$ cat config.mk
export PLATFORM = sky130hd
export DESIGN_NAME = result_drain
export DESIGN_NICKNAME = d
export VERILOG_FILES = /design/src/rtl/result_drain_pkg.sv /design/src/rtl/result_fifo.sv /design/src/rtl/result_drain.sv
export SDC_FILE = /design/constraint.sdc
export NUM_CORES = 1
export LEC_CHECK = 0
export CAP_MARGIN = 20
export CELL_PAD_IN_SITES_DETAIL_PLACEMENT = 0
export CELL_PAD_IN_SITES_GLOBAL_PLACEMENT = 2
export CORE_AREA = 2 2 224 226
export DETAILED_ROUTE_END_ITERATION = 8
export DIE_AREA = 0 0 226 228
export PLACE_DENSITY = 0.83
export REMOVE_ABC_BUFFERS = 1
export SETUP_SLACK_MARGIN = 0.02
export SYNTH_ARGS = -nofsm -noshare
export SYNTH_HDL_FRONTEND = slang
export SYNTH_SLANG_ARGS = --single-unit
$ cat constraint.sdc
create_clock -name clk -period 3.75 [get_ports clk]
set_clock_uncertainty 0.2 [all_clocks]
set_input_delay 0.75 -clock clk [delete_from_list [all_inputs] [get_ports clk]]
set_output_delay 0.75 -clock clk [all_outputs]
set_load 0.02 [all_outputs]
$ cat src/rtl/result_drain_pkg.sv
// Shared types and helpers for the result drain stage.
// RESULT_DRAIN_SAT_EN selects saturation instead of truncation.
package result_drain_pkg;

  typedef enum logic [1:0] {
    IDLE,
    ISSUE,
    CAPTURE
  } state_t;

  localparam int VALS_PER_SLOT = 32;
  localparam int SLOT_AW       = 5;

  // Clamp a sign-extended value to the signed range of out_w bits.
  function automatic logic [63:0] saturate(
    input logic signed [63:0] v,
    input int                 out_w
  );
    logic signed [63:0] hi;
    logic signed [63:0] lo;
    hi = (64'sd1 <<< (out_w - 1)) - 64'sd1;
    lo = -hi - 64'sd1;
    if (v > hi) return hi;
    if (v < lo) return lo;
    return v;
  endfunction

endpackage

$ cat src/rtl/result_fifo.sv
// Synchronous FIFO with occupancy-derived full/empty/free outputs.
// Read data is combinational from the head entry.
module result_fifo #(
  parameter int WIDTH = 17,
  parameter int DEPTH = 32
) (
  input  logic                     clk,
  input  logic                     rst_n,
  input  logic                     push,
  input  logic [WIDTH-1:0]         wdata,
  input  logic                     pop,
  output logic [WIDTH-1:0]         rdata,
  output logic                     full,
  output logic                     empty,
  output logic [$clog2(DEPTH):0]   free
);

  localparam int AW = $clog2(DEPTH);
  localparam logic [AW:0] CAP = (AW+1)'(DEPTH);

  logic [WIDTH-1:0] mem [DEPTH];
  logic [AW-1:0]    wptr;
  logic [AW-1:0]    rptr;
  logic [AW:0]      count;
  logic             wr;
  logic             rd;

  assign wr    = push && !full;
  assign rd    = pop && !empty;
  assign full  = (count == CAP);
  assign empty = (count == '0);
  assign free  = CAP - count;
  assign rdata = mem[rptr];

  always_ff @(posedge clk or negedge rst_n) begin
    if (!rst_n) begin
      wptr  <= '0;
      rptr  <= '0;
      count <= '0;
    end else begin
      if (wr) wptr <= wptr + 1'b1;
      if (rd) rptr <= rptr + 1'b1;
      count <= count + (AW+1)'(wr) - (AW+1)'(rd);
    end
  end

  always_ff @(posedge clk) begin
    if (wr) mem[wptr] <= wdata;
  end

  // Space is reserved at request accept, so this must never fire.
  always_ff @(posedge clk) begin
    if (rst_n && push)
      assert (!full) else $error("result_fifo: push while full");
  end

endmodule

$ cat src/rtl/result_drain.sv
// Drains one 32-value result slot from the result RAM to a host stream.
// Define RESULT_DRAIN_SAT_EN to saturate values instead of truncating.
module result_drain
  import result_drain_pkg::*;
#(
  parameter int DATA_W     = 16,
  parameter int OUT_W      = 16,
  parameter int FIFO_DEPTH = 32
) (
  input  logic                clk,
  input  logic                rst_n,
  input  logic                req_valid,
  output logic                req_ready,
  input  logic [SLOT_AW-1:0]  req_slot,
  input  logic                calc_start,
  input  logic                calc_finish,
  output logic                read,
  output logic [SLOT_AW-1:0]  rd_addr,
  input  logic                sel_upper,
  input  logic [2*DATA_W-1:0] ram_rdata,
  output logic                out_valid,
  input  logic                out_ready,
  output logic [OUT_W-1:0]    out_data,
  output logic                out_last,
  output logic                busy
);

  localparam int FW = $clog2(FIFO_DEPTH) + 1;
  localparam logic [FW-1:0] SLOT_FREE = FW'(VALS_PER_SLOT);
  localparam logic [4:0] LAST_IDX = 5'(VALS_PER_SLOT - 1);

  state_t             state;
  state_t             state_nxt;
  logic               calc_busy;
  logic               hold;
  logic [SLOT_AW-1:0] slot;
  logic [4:0]         cap_cnt;
  logic               accept;
  logic               push;
  logic               pop;
  logic [DATA_W-1:0]  half;
  logic [OUT_W-1:0]   val;
  logic [OUT_W:0]     rdata;
  logic               full;
  logic               empty;
  logic [FW-1:0]      free;

  assign hold = calc_start || calc_busy;

  always_ff @(posedge clk or negedge rst_n) begin
    if (!rst_n) begin
      calc_busy <= 1'b0;
    end else if (calc_start) begin
      calc_busy <= 1'b1;
    end else if (calc_finish) begin
      calc_busy <= 1'b0;
    end
  end

  always_ff @(posedge clk or negedge rst_n) begin
    if (!rst_n) begin
      state   <= IDLE;
      slot    <= '0;
      cap_cnt <= '0;
    end else begin
      state <= state_nxt;
      if (accept) slot <= req_slot;
      if (state == ISSUE && !hold) cap_cnt <= '0;
      else if (state == CAPTURE) cap_cnt <= cap_cnt + 1'b1;
    end
  end

  always_comb begin
    state_nxt = state;
    req_ready = 1'b0;
    accept    = 1'b0;
    read      = 1'b0;
    push      = 1'b0;
    unique case (state)
      IDLE: begin
        req_ready = rst_n && !hold && (free >= SLOT_FREE);
        accept    = req_valid && req_ready;
        if (accept) state_nxt = ISSUE;
      end
      ISSUE: begin
        // A controller run in flight owns in_addr; re-pulse once it ends.
        if (!hold) begin
          read      = 1'b1;
          state_nxt = CAPTURE;
        end
      end
      CAPTURE: begin
        push = 1'b1;
        if (cap_cnt == LAST_IDX) state_nxt = IDLE;
      end
      default: state_nxt = IDLE;
    endcase
  end

  assign rd_addr = slot;
  assign busy    = (state != IDLE);

  assign half = sel_upper ? ram_rdata[2*DATA_W-1:DATA_W]
                          : ram_rdata[DATA_W-1:0];

`ifdef RESULT_DRAIN_SAT_EN
  logic [63:0] sat_w;
  assign sat_w = saturate(64'($signed(half)), OUT_W);
  assign val   = sat_w[OUT_W-1:0];
`else
  assign val = half[OUT_W-1:0];
`endif

  result_fifo #(
    .WIDTH (OUT_W + 1),
    .DEPTH (FIFO_DEPTH)
  ) u_fifo (
    .clk   (clk),
    .rst_n (rst_n),
    .push  (push),
    .wdata ({cap_cnt == LAST_IDX, val}),
    .pop   (pop),
    .rdata (rdata),
    .full  (full),
    .empty (empty),
    .free  (free)
  );

  assign out_valid = !empty;
  assign pop       = out_valid && out_ready;
  assign out_data  = rdata[OUT_W-1:0];
  assign out_last  = !empty && rdata[OUT_W];

endmodule

==> impl_metrics.env, run 1 <==
export IMPL_status="completed"
export IMPL_fmax_ghz=0.272
export IMPL_cp_arrival_ns=2.73
export IMPL_p_leak_uw=0.00918
export IMPL_power_density_nw_per_um2=736
export IMPL_synthArstFlopShare_pct=5.06
export IMPL_antenna_cells=0
export IMPL_avgSynthCellArea_um2=18.6
export IMPL_drive_gt1_share_pct=26.0
export IMPL_drv_slew=0
export IMPL_dr_pass1_iters=5
export IMPL_antenna_left=0
export IMPL_seqPwrFrac_pct=37.8
export IMPL_grt_ovfl_total=0
export IMPL_tightestPinTransition_ns=1.04
export IMPL_core_um2=49300
export IMPL_synth_edf_count=544
export IMPL_grt_max_degree=35
export IMPL_holdWs_ns=0.313
export IMPL_period_needed_ns=3.68
export IMPL_cts_buffers=57
export IMPL_hold_violations=0
export IMPL_totalWireLength_um=53300
export IMPL_swShare_pct=31.9
export IMPL_drv_cap=0
export IMPL_crit_fanout=7
export IMPL_irDropWorstVdd_mv=0.373
export IMPL_crit_slowest_cell="mux4_2"
export IMPL_synth_cell_type_count=41
export IMPL_vias=11900
export IMPL_antenna_found_initial=0
export IMPL_total_power_uw=19900
export IMPL_finalWorstSetupSlack_ns=0.0698
export IMPL_pin_count=70
export IMPL_die_h_um=228
export IMPL_rsz0062_at_grt="yes"
export IMPL_setup_violations_final=0
export IMPL_crit_top_cell="buf_6"
export IMPL_ys_warn_count=0
export IMPL_dpl_cell_area_um2=24900
export IMPL_dieArea_um2=51500
export IMPL_clk_latency_ns=0.60
export IMPL_clock_power_share_pct=27.9
export IMPL_postSynthCellCount=1231
export IMPL_grt_pass1_vias=11900
export IMPL_port_buffers=69
export IMPL_final_area_um2=27100
export IMPL_synthAdderAreaFrac_pct=1.07
export IMPL_max_slew_margin_pct=30.6
export IMPL_critPathRequiredTime_ns=2.80
export IMPL_synth_simple_area_share_pct=4.04
export IMPL_synth_area_mux_share_pct=15.4
export IMPL_hold_class="register to register"
export IMPL_grt_pass1_wl_um=78200
export IMPL_hpwl_um=32500
export IMPL_grt_total_usage_pct=21.1
export IMPL_drtIter0Drc=1134
export IMPL_endpoint_kind="output pin"
export IMPL_root_buffer="clkbuf_16"
export IMPL_cts_sinks=573
export IMPL_place_ws_ns=0.216
export IMPL_rows=82
export IMPL_yosys_area_share_xor_xnor_pct=0.537
export IMPL_cts_buffer_depth=3
export IMPL_p_sw_uw=6350
export IMPL_worstPathCellList="buf_6, mux4_2, mux2_2, nand2_1, nand4_1, buf_6"
export IMPL_worstSetupStartpointType="register"
export IMPL_initial_core_util_pct=46.3
export IMPL_routed_via_density=5.62
export IMPL_wl_per_cell_um=25.3
export IMPL_path_clk_slew_ns=0.06
export IMPL_route_detailed_drc=0
export IMPL_synth_top_family_by_area="multiplexers"
export IMPL_synth_compound_area_share_pct=2.43
export IMPL_combPwrFrac_pct=34.2
export IMPL_p_int_uw=13600
export IMPL_area_growth_pct=18.5
export IMPL_finalCritPeriodShare_pct=98.1
export IMPL_ys_seq_elements=573
export IMPL_max_stage_delay_ns=0.54
export IMPL_synthFlopType="edfxtp_1"
export IMPL_cts_tree="done"
export IMPL_htreeDepth=2
export IMPL_die_w_um=226
export IMPL_nNetsFinal=1451
export IMPL_criticalPathCategory="register to output pin"
export IMPL_syn_area_um2=22800
export IMPL_cts_hold_buf=0
export IMPL_ys_seq_area_share_pct=74.7
export IMPL_gp_congestion=0.827
[placed cells by master, fill, tap and decap left out, types with 3 or more instances in the layout]
master	count
clkdlybuf4s50_1	52
dfrtp_1	26
buf_4	69
nand3_1	35
buf_16	3
clkinvlp_4	3
nor2_1	13
buf_12	18
ha_1	18
mux4_2	70
mux2i_1	134
xnor2_1	12
nand3b_1	4
nand2_2	14
clkinv_4	3
mux2_2	51
clkbuf_1	12
nand2b_1	3
mux2_4	3
a21oi_1	36
clkinv_1	13
dfrtp_4	3
nor2b_1	3
o21bai_1	3
bufinv_16	4
edfxtp_1	544
o21ai_0	7
clkinv_2	10
nand2_1	66
clkbuf_16	58
buf_8	9
a22oi_1	32
buf_6	7
nor2_2	24
inv_1	16
nand4_1	20
buf_2	3
[flip-flops by register name (all words and copies together), names as in the netlist]
| signal | count |
|---|---|
| u_fifo.rptr | 5 |
| u_fifo.count | 6 |
| calc_busy | 1 |
| state | 2 |
| rd_addr | 5 |
| u_fifo.mem | 544 |
| cap_cnt | 5 |
| u_fifo.wptr | 5 |
[Yosys cell counts, types with 2 or more instances]
| master | n | area share, % |
|---|---|---|
| nand3b_1 | 4 | 0.13 |
| edfxtp_1 | 544 | 72 |
| buf_4 | 11 | 0.36 |
| nor2b_1 | 5 | 0.14 |
| xnor2_1 | 12 | 0.46 |
| nand2b_1 | 3 | 0.082 |
| buf_6 | 4 | 0.20 |
| inv_1 | 16 | 0.26 |
| a21oi_1 | 36 | 0.79 |
| buf_2 | 25 | 0.55 |
| nor3b_1 | 2 | 0.066 |
| nand4_1 | 20 | 0.55 |
| ha_1 | 18 | 0.99 |
| or2_2 | 2 | 0.055 |
| mux2_2 | 54 | 2.7 |
| nand2_1 | 80 | 1.3 |
| dfrtp_1 | 29 | 3.2 |
| a22oi_1 | 33 | 1.1 |
| mux4_2 | 70 | 6.9 |
| or3_1 | 2 | 0.055 |
| o21bai_1 | 3 | 0.099 |
| nand3_1 | 37 | 0.81 |
| or3b_2 | 2 | 0.077 |
| nor2_1 | 38 | 0.62 |
| o21ai_0 | 7 | 0.15 |
| and2_1 | 2 | 0.055 |
| clkbuf_1 | 20 | 0.33 |
| mux2i_1 | 134 | 5.9 |
| xor2_1 | 2 | 0.077 |
| buf_1 | 5 | 0.082 |
[critical path: cells and delay by family, from the launching register on]
| family | cells | cell delay [ns] |
|---|---|---|
| AND/OR/NAND/NOR | 2 | 0.36 |
| buffers and inverters | 2 | 0.43 |
| flip-flops | 1 | 0.51 |
| multiplexers | 2 | 0.82 |
[per-stage QoR]
stage	utilization, %	std cells	TNS, ns
final	54.8	2109	0
after global routing	54.8	2109	-0.0620
after CTS	54.7	2107	-0.0187
after detailed placement	50.5	1984	0
after global placement	50.3	1978	0
after floorplan	-	1166	-83.98
[path summary, 6_finish.rpt]
kind	start	to	slack, ns	cells after the start
max in group asynchronous	rst_n	u_fifo.rptr[2]	2.63	2
min in group asynchronous	rst_n	calc_busy	0.38	2
setup / recovery	u_fifo.rptr[0]	out_data[5]	0.07	6
hold reg to reg	rd_addr[3]	rd_addr[3]	0.31	1
setup reg to reg	u_fifo.count[2]	u_fifo.mem[13][15]	0.63	8
hold / removal	rd_addr[3]	rd_addr[3]	0.31	1
[logic make-up after synthesis]
logic type / count (synthesis)
adder cells (fa/ha/maj): 19
flip-flops: 573
multiplexers: 258
buffers and inverters: 81
AO/OA/AOI/OAI: 87
XOR/XNOR: 14
AND/OR/NAND/NOR: 199
[repair_timing]
action | 4_1_cts | 5_1_grt
gates resized for setup | 93 | 21
setup buffers | 13 | 0
cloned | 2 | 0
endpoints found under the setup margin | 17 | 15
pin swaps | 7 | 4
[final cells by class]
| class | instances | area (µm²) |
|---|---|---|
| sequential | 573 | 17100 |
| tap | 672 | 841 |
| fill | 3794 | 22300 |
| multi-input combinational | 577 | 5520 |
| clock inverter | 36 | 313 |
| inverter | 16 | 60.1 |
| clock buffer | 72 | 1520 |
| timing repair buffer | 163 | 1730 |
[per-layer routing]
layer	track usage, %	up-vias	part of all wire (%)
met5	0	-	0
met4	5.67	0	2.2
met3	3.34	64	6.5
met2	34.1	409	48
met1	29.9	6188	43
li1	-	5190	-
[power by group through the flow]
stage | Sequential (µW) | Clock (µW) | Combinational (µW)
2_1_floorplan | 8040 | 0 | 3480
3_3_place_gp | 7680 | 0 | 6450
3_5_place_dp | 7690 | 0 | 6520
4_1_cts | 7530 | 5650 | 6800
5_1_grt | 7560 | 5900 | 7280
6_report | 7540 | 5560 | 6820
(Power assumes the default switching activity.)
==> run 2: changes to the inputs <==
HOLD_SLACK_MARGIN = 0.15   (was unset)
SLEW_MARGIN = 20   (was unset)
TNS_END_PERCENT = 5   (was unset)
==> impl_metrics.env, run 2 (synthesis gave the netlist of run 1 again) <==
export IMPL_die_h_um=228
export IMPL_period_needed_ns=3.76
export IMPL_most_common_layout_cells="544 x edfxtp_1, 134 x mux2i_1, 71 x nand2_1, 70 x mux4_2, 66 x buf_4"
export IMPL_worstPathCellList="buf_6, mux4_2, mux2_2, nand2_1, nand4_1, buf_2"
export IMPL_drv_slew=0
export IMPL_grt_max_degree=35
export IMPL_pin_count=70
export IMPL_antenna_left=0
export IMPL_worstHoldEndpoint="rd_addr[3]"
export IMPL_grt_total_usage_pct=21.1
export IMPL_worstHoldStart="rd_addr[3]"
export IMPL_drv_cap=0
export IMPL_hold_class="register to register"
export IMPL_power_density_nw_per_um2=734
export IMPL_cts_sinks=573
export IMPL_cts_hold_buf=0
export IMPL_reg2regPathDepth=8
export IMPL_core_um2=49300
export IMPL_grt_ovfl_total=0
export IMPL_dpl_cell_area_um2=24900
export IMPL_grt_busiest_layer="met2"
export IMPL_status="finished with violations"
export IMPL_grt_met1_usage_pct=29.3
export IMPL_layoutNonFillerInstCount=2100
export IMPL_cp_arrival_ns=2.81
export IMPL_dr_pass1_iters=5
export IMPL_p_leak_uw=0.00911
export IMPL_final_area_um2=26900
export IMPL_hpwl_um=32000
export IMPL_path_clk_slew_ns=0.06
export IMPL_cts_buffer_depth=3
export IMPL_finalCritPeriodShare_pct=100
export IMPL_vias=11900
export IMPL_totalWireLength_um=53600
export IMPL_critPathRequiredTime_ns=2.80
export IMPL_root_buffer="clkbuf_16"
export IMPL_routed_via_density=5.65
export IMPL_violations="negative setup slack"
export IMPL_grt_pass1_vias=11900
export IMPL_dieArea_um2=51500
export IMPL_wl_per_cell_um=25.5
export IMPL_hold_violations=0
export IMPL_nNetsFinal=1446
export IMPL_cts_buffers=57
export IMPL_hold_depth=1
export IMPL_clk_latency_ns=0.59
export IMPL_die_w_um=226
export IMPL_max_stage_delay_ns=0.54
export IMPL_largest_register_ffs=544
export IMPL_utilization_pct=54.6
export IMPL_rows=82
export IMPL_rsz0062_at_grt="yes"
export IMPL_finalWorstSetupSlack_ns=-0.00892
export IMPL_max_slew_margin_pct=29.3
export IMPL_regMostFlops="u_fifo.mem"
export IMPL_cts_tree="done"
export IMPL_grtUsageMet2_pct=33.6
export IMPL_drtIter0Drc=1163
export IMPL_area_growth_pct=17.9
export IMPL_worstSetupStartpointType="register"
export IMPL_port_buffers=69
export IMPL_fmax_ghz=0.266
export IMPL_criticalPathCategory="register to output pin"
export IMPL_r2r_slack_ns=0.49
export IMPL_gp_congestion=0.827
export IMPL_final_common_cell="edfxtp_1"
export IMPL_crit_slowest_cell="mux4_2"
export IMPL_top_regs="u_fifo.mem x544, u_fifo.count x6"
export IMPL_drive_gt1_share_pct=25.0
export IMPL_setup_violations_final=2
export IMPL_use_met3_pct=4.57
export IMPL_endpoint_kind="output pin"
export IMPL_irDropWorstVdd_mv=0.457
export IMPL_grt_pass1_wl_um=78300
export IMPL_crit_fanout=7
export IMPL_antenna_found_initial=0
export IMPL_r2r_start="u_fifo.count[2]"
export IMPL_initial_core_util_pct=46.3
export IMPL_regToRegEndpoint="u_fifo.mem[13][8]"
export IMPL_place_inst=1980
export IMPL_tightestPinTransition_ns=1.06
export IMPL_htreeDepth=2
export IMPL_route_detailed_drc=0
run 2: cell types whose count changed in the layout (fill, tap and decap cells not counted), moves of 2 or more:
cell,before,now
buf_2,3,6
buf_4,69,66
buf_8,9,2
clkbuf_8,2,0
clkinv_4,3,0
inv_6,1,3
nand2_1,66,71
nand2_2,14,9
nor2_2,24,18
nor2_4,1,7
run 2: area by class of cell:
cell class,count,area [µm²]
Clock buffer,70,1480
Multi-Input combinational cell,577,5540
Antenna cell,1,2.50
Clock inverter,33,265
Tap cell,672,841
Inverter,16,60.1
Timing Repair Buffer,158,1670
Fill cell,3805,22400
Sequential cell,573,17100
run 2: power breakdown:
group	internal (µW)	total, µW	switching, µW
Clock	3050	5370	2320
Combinational	3120	6830	3710
Sequential	7300	7560	252
run 2: worst max-delay path: cells and delay by family, from the launching register on:
family                 cells  cell delay (ns)
and+or+nand+nor            2             0.38
muxes                      2             0.82
DFF                        1             0.53
buffers and inverters      2             0.48
run 2: timing repair:
item / 4_1_cts / 5_1_grt
setup buffers: 8 / 3
pin swaps: 4 / 6
endpoints found under the setup margin: 17 / 15
resized for setup: 87 / 17
cloned: 4 / 0
run 2: how the worst max path moves through the flow:
| stage | startpoint | end | slack, ns | cells after the start |
|---|---|---|---|---|
| floorplan | u_fifo.rptr[1] | out_last | -4.58 | 4 |
| global placement | u_fifo.rptr[1] | out_data[1] | 0.21 | 6 |
| detailed placement | u_fifo.rptr[1] | out_data[1] | 0.21 | 6 |
| CTS | u_fifo.rptr[0] | out_data[9] | -0.05 | 7 |
| global route | u_fifo.rptr[0] | out_data[9] | -0.09 | 8 |
| finish | u_fifo.rptr[0] | out_data[5] | -0.009 | 6 |
run 2: per-layer routing:
layer / up-vias / wire length [µm]
met1: 6159 / 22200
met4: 0 / 1500
li1: 5169 / -
met2: 438 / 25800
met5: - / 0
met3: 89 / 4050
run 2: stage by stage:
| stage | hold WS, ns | TNS [ns] | total power (µW) | setup slack, ns |
|---|---|---|---|---|
| global placement | 0.281 | 0 | 14100 | 0.212 |
| CTS | 0.316 | -0.352 | 19800 | -0.0548 |
| finish | 0.314 | -0.00967 | 19800 | -0.00892 |
| detailed placement | 0.301 | 0 | 14200 | 0.214 |
| global route | 0.339 | -0.268 | 20600 | -0.0861 |
| floorplan | 0.254 | -83.98 | 11500 | -4.58 |
==> run 3: changes to the inputs <==
CAP_MARGIN = 25   (was 20)
==> impl_metrics.env, run 3 (synthesis gave the netlist of run 1 again) <==
export IMPL_final_common_cell="edfxtp_1"
export IMPL_grt_pass1_vias=12000
export IMPL_fmax_ghz=0.264
export IMPL_finalCritPeriodShare_pct=101
export IMPL_route_detailed_drc=0
export IMPL_antenna_cells=0
export IMPL_worstHoldStart="rd_addr[3]"
export IMPL_irDropWorstVdd_mv=0.424
export IMPL_regMostFlops="u_fifo.mem"
export IMPL_crit_slowest_cell="dfrtp_4"
export IMPL_path_clk_slew_ns=0.06
export IMPL_clk_latency_ns=0.60
export IMPL_hold_violations=0
export IMPL_finalWorstSetupSlack_ns=-0.0409
export IMPL_area_growth_pct=19.0
export IMPL_worst_path_buf_inv=3
export IMPL_final_area_um2=27200
export IMPL_violations="negative setup slack"
export IMPL_drive_gt1_share_pct=25.3
export IMPL_initial_core_util_pct=46.3
export IMPL_highest_signal_layer="met4"
export IMPL_grt_max_degree=35
export IMPL_antenna_found_initial=0
export IMPL_core_um2=49300
export IMPL_power_density_nw_per_um2=746
export IMPL_criticalPathCategory="register to output pin"
export IMPL_cts_buffers=58
export IMPL_grt_total_usage_pct=21.0
export IMPL_grt_pass1_wl_um=77900
export IMPL_max_slew_margin_pct=49.8
export IMPL_wl_per_cell_um=25.2
export IMPL_drv_slew=0
export IMPL_wl_met1_um=22800
export IMPL_vias=11800
export IMPL_regToRegEndpoint="u_fifo.mem[13][4]"
export IMPL_rsz0062_at_grt="yes"
export IMPL_hpwl_um=32000
export IMPL_most_common_layout_cells="544 x edfxtp_1, 134 x mux2i_1, 73 x nand2_1, 70 x mux4_2, 64 x buf_4"
export IMPL_drv_cap=0
export IMPL_endpoint_kind="output pin"
export IMPL_tightestPinTransition_ns=0.752
export IMPL_pin_count=70
export IMPL_worstHoldEndpoint="rd_addr[3]"
export IMPL_grt_ovfl_total=0
export IMPL_routed_via_density=5.62
export IMPL_die_h_um=228
export IMPL_nNetsFinal=1450
export IMPL_dieArea_um2=51500
export IMPL_top_regs="u_fifo.mem x544, u_fifo.count x6"
export IMPL_cts_buffer_depth=3
export IMPL_hold_class="register to register"
export IMPL_dr_pass1_iters=5
export IMPL_root_buffer="clkbuf_16"
export IMPL_crit_fanout=7
export IMPL_worstPathCellList="buf_12, buf_16, mux4_2, mux2_2, nand2_2, nand4_1, buf_6"
export IMPL_r2r_start="u_fifo.count[2]"
export IMPL_cts_sinks=573
export IMPL_place_ws_ns=0.211
export IMPL_reg2regPathDepth=8
export IMPL_period_needed_ns=3.79
export IMPL_dpl_cell_area_um2=24900
export IMPL_rows=82
export IMPL_setup_violations_final=1
export IMPL_critPathRequiredTime_ns=2.80
export IMPL_totalWireLength_um=53000
export IMPL_cts_tree="done"
export IMPL_r2r_slack_ns=0.64
export IMPL_port_buffers=69
export IMPL_max_stage_delay_ns=0.55
export IMPL_gp_congestion=0.827
export IMPL_cp_top_family="multiplexers"
export IMPL_wl_met3_um=3380
export IMPL_hold_depth=1
export IMPL_wl_met2_um=25200
export IMPL_htreeDepth=2
export IMPL_status="finished with violations"
export IMPL_p_leak_uw=0.00924
export IMPL_antenna_left=0
export IMPL_largest_register_ffs=544
export IMPL_drtIter0Drc=1205
export IMPL_die_w_um=226
export IMPL_cp_arrival_ns=2.84
export IMPL_worstSetupStartpointType="register"
-- run 3: changes by cell type in the layout (fill, tap and decap cells not counted), moves of 2 or more --
cell,previous run,this run
clkinv_8,0,2
nor2_4,7,5
clkinv_2,11,8
nand2_2,9,6
bufinv_16,4,9
buf_2,6,8
nor2_2,18,20
nand2_1,71,73
buf_8,2,8
inv_6,3,1
clkbuf_16,57,59
buf_4,66,64
-- run 3: area by class of cell --
cell class	instances	area [µm²]
inverters	16	60.1
clock inverters	34	413
repair buffers	161	1720
flip-flops and latches	573	17100
clock buffers	72	1540
well taps	672	841
fillers	3774	22200
multi-input cells	577	5530
-- run 3: power breakdown --
part | switching [µW] | internal [µW]
logic | 3730 | 3140
clock network | 2350 | 3510
registers | 232 | 7310
total | 6310 | 14000
-- run 3: timing repair --
| item | in CTS | in global routing |
|---|---|---|
| endpoints found under the setup margin | 17 | 10 |
| gates resized for setup | 91 | 19 |
| pin swaps | 7 | 6 |
| setup buffers | 12 | 0 |
| gates cloned | 3 | 0 |
| hold buffers | 0 | 0 |
-- run 3: how the worst max path moves through the flow --
stage,from,endpoint,slack (ns),cells past startpoint
after floorplan,u_fifo.rptr[1],out_last,-4.58,4
after global placement,u_fifo.rptr[1],out_data[1],0.21,6
after detailed placement,u_fifo.rptr[1],out_data[1],0.21,6
after CTS,u_fifo.rptr[0],out_data[1],-0.03,7
after global routing,u_fifo.rptr[0],out_data[1],-0.06,7
final,u_fifo.rptr[0],out_data[1],-0.04,7
-- run 3: routing by layer --
layer  global-route usage, %  up-vias
li1                        -     5191
met1                    29.7     6141
met2                    33.1      417
met3                    3.71       84
met4                    7.43        0
met5                       0        -
-- run 3: worst reg2reg max path, cell delays in order, from the launching register on --
cell,delay [ns]
dfrtp_1,0.35
inv_1,0.07
ha_1,0.19
nor3b_1,0.14
buf_4,0.15
a21oi_2,0.31
nand2_1,0.39
nor2_1,0.64
buf_4,0.36
-- run 3: metrics by stage --
step	setup TNS, ns	instances	utilization [%]	hold slack, ns	power (µW)
after floorplan	-83.98	1166	-	0.254	11500
after global placement	0	1978	50.3	0.281	14100
after detailed placement	0	1982	50.5	0.301	14200
after CTS	-0.114	2103	54.9	0.315	20300
after global routing	-0.225	2105	55.1	0.337	21100
final	-0.0409	2105	55.1	0.314	20300
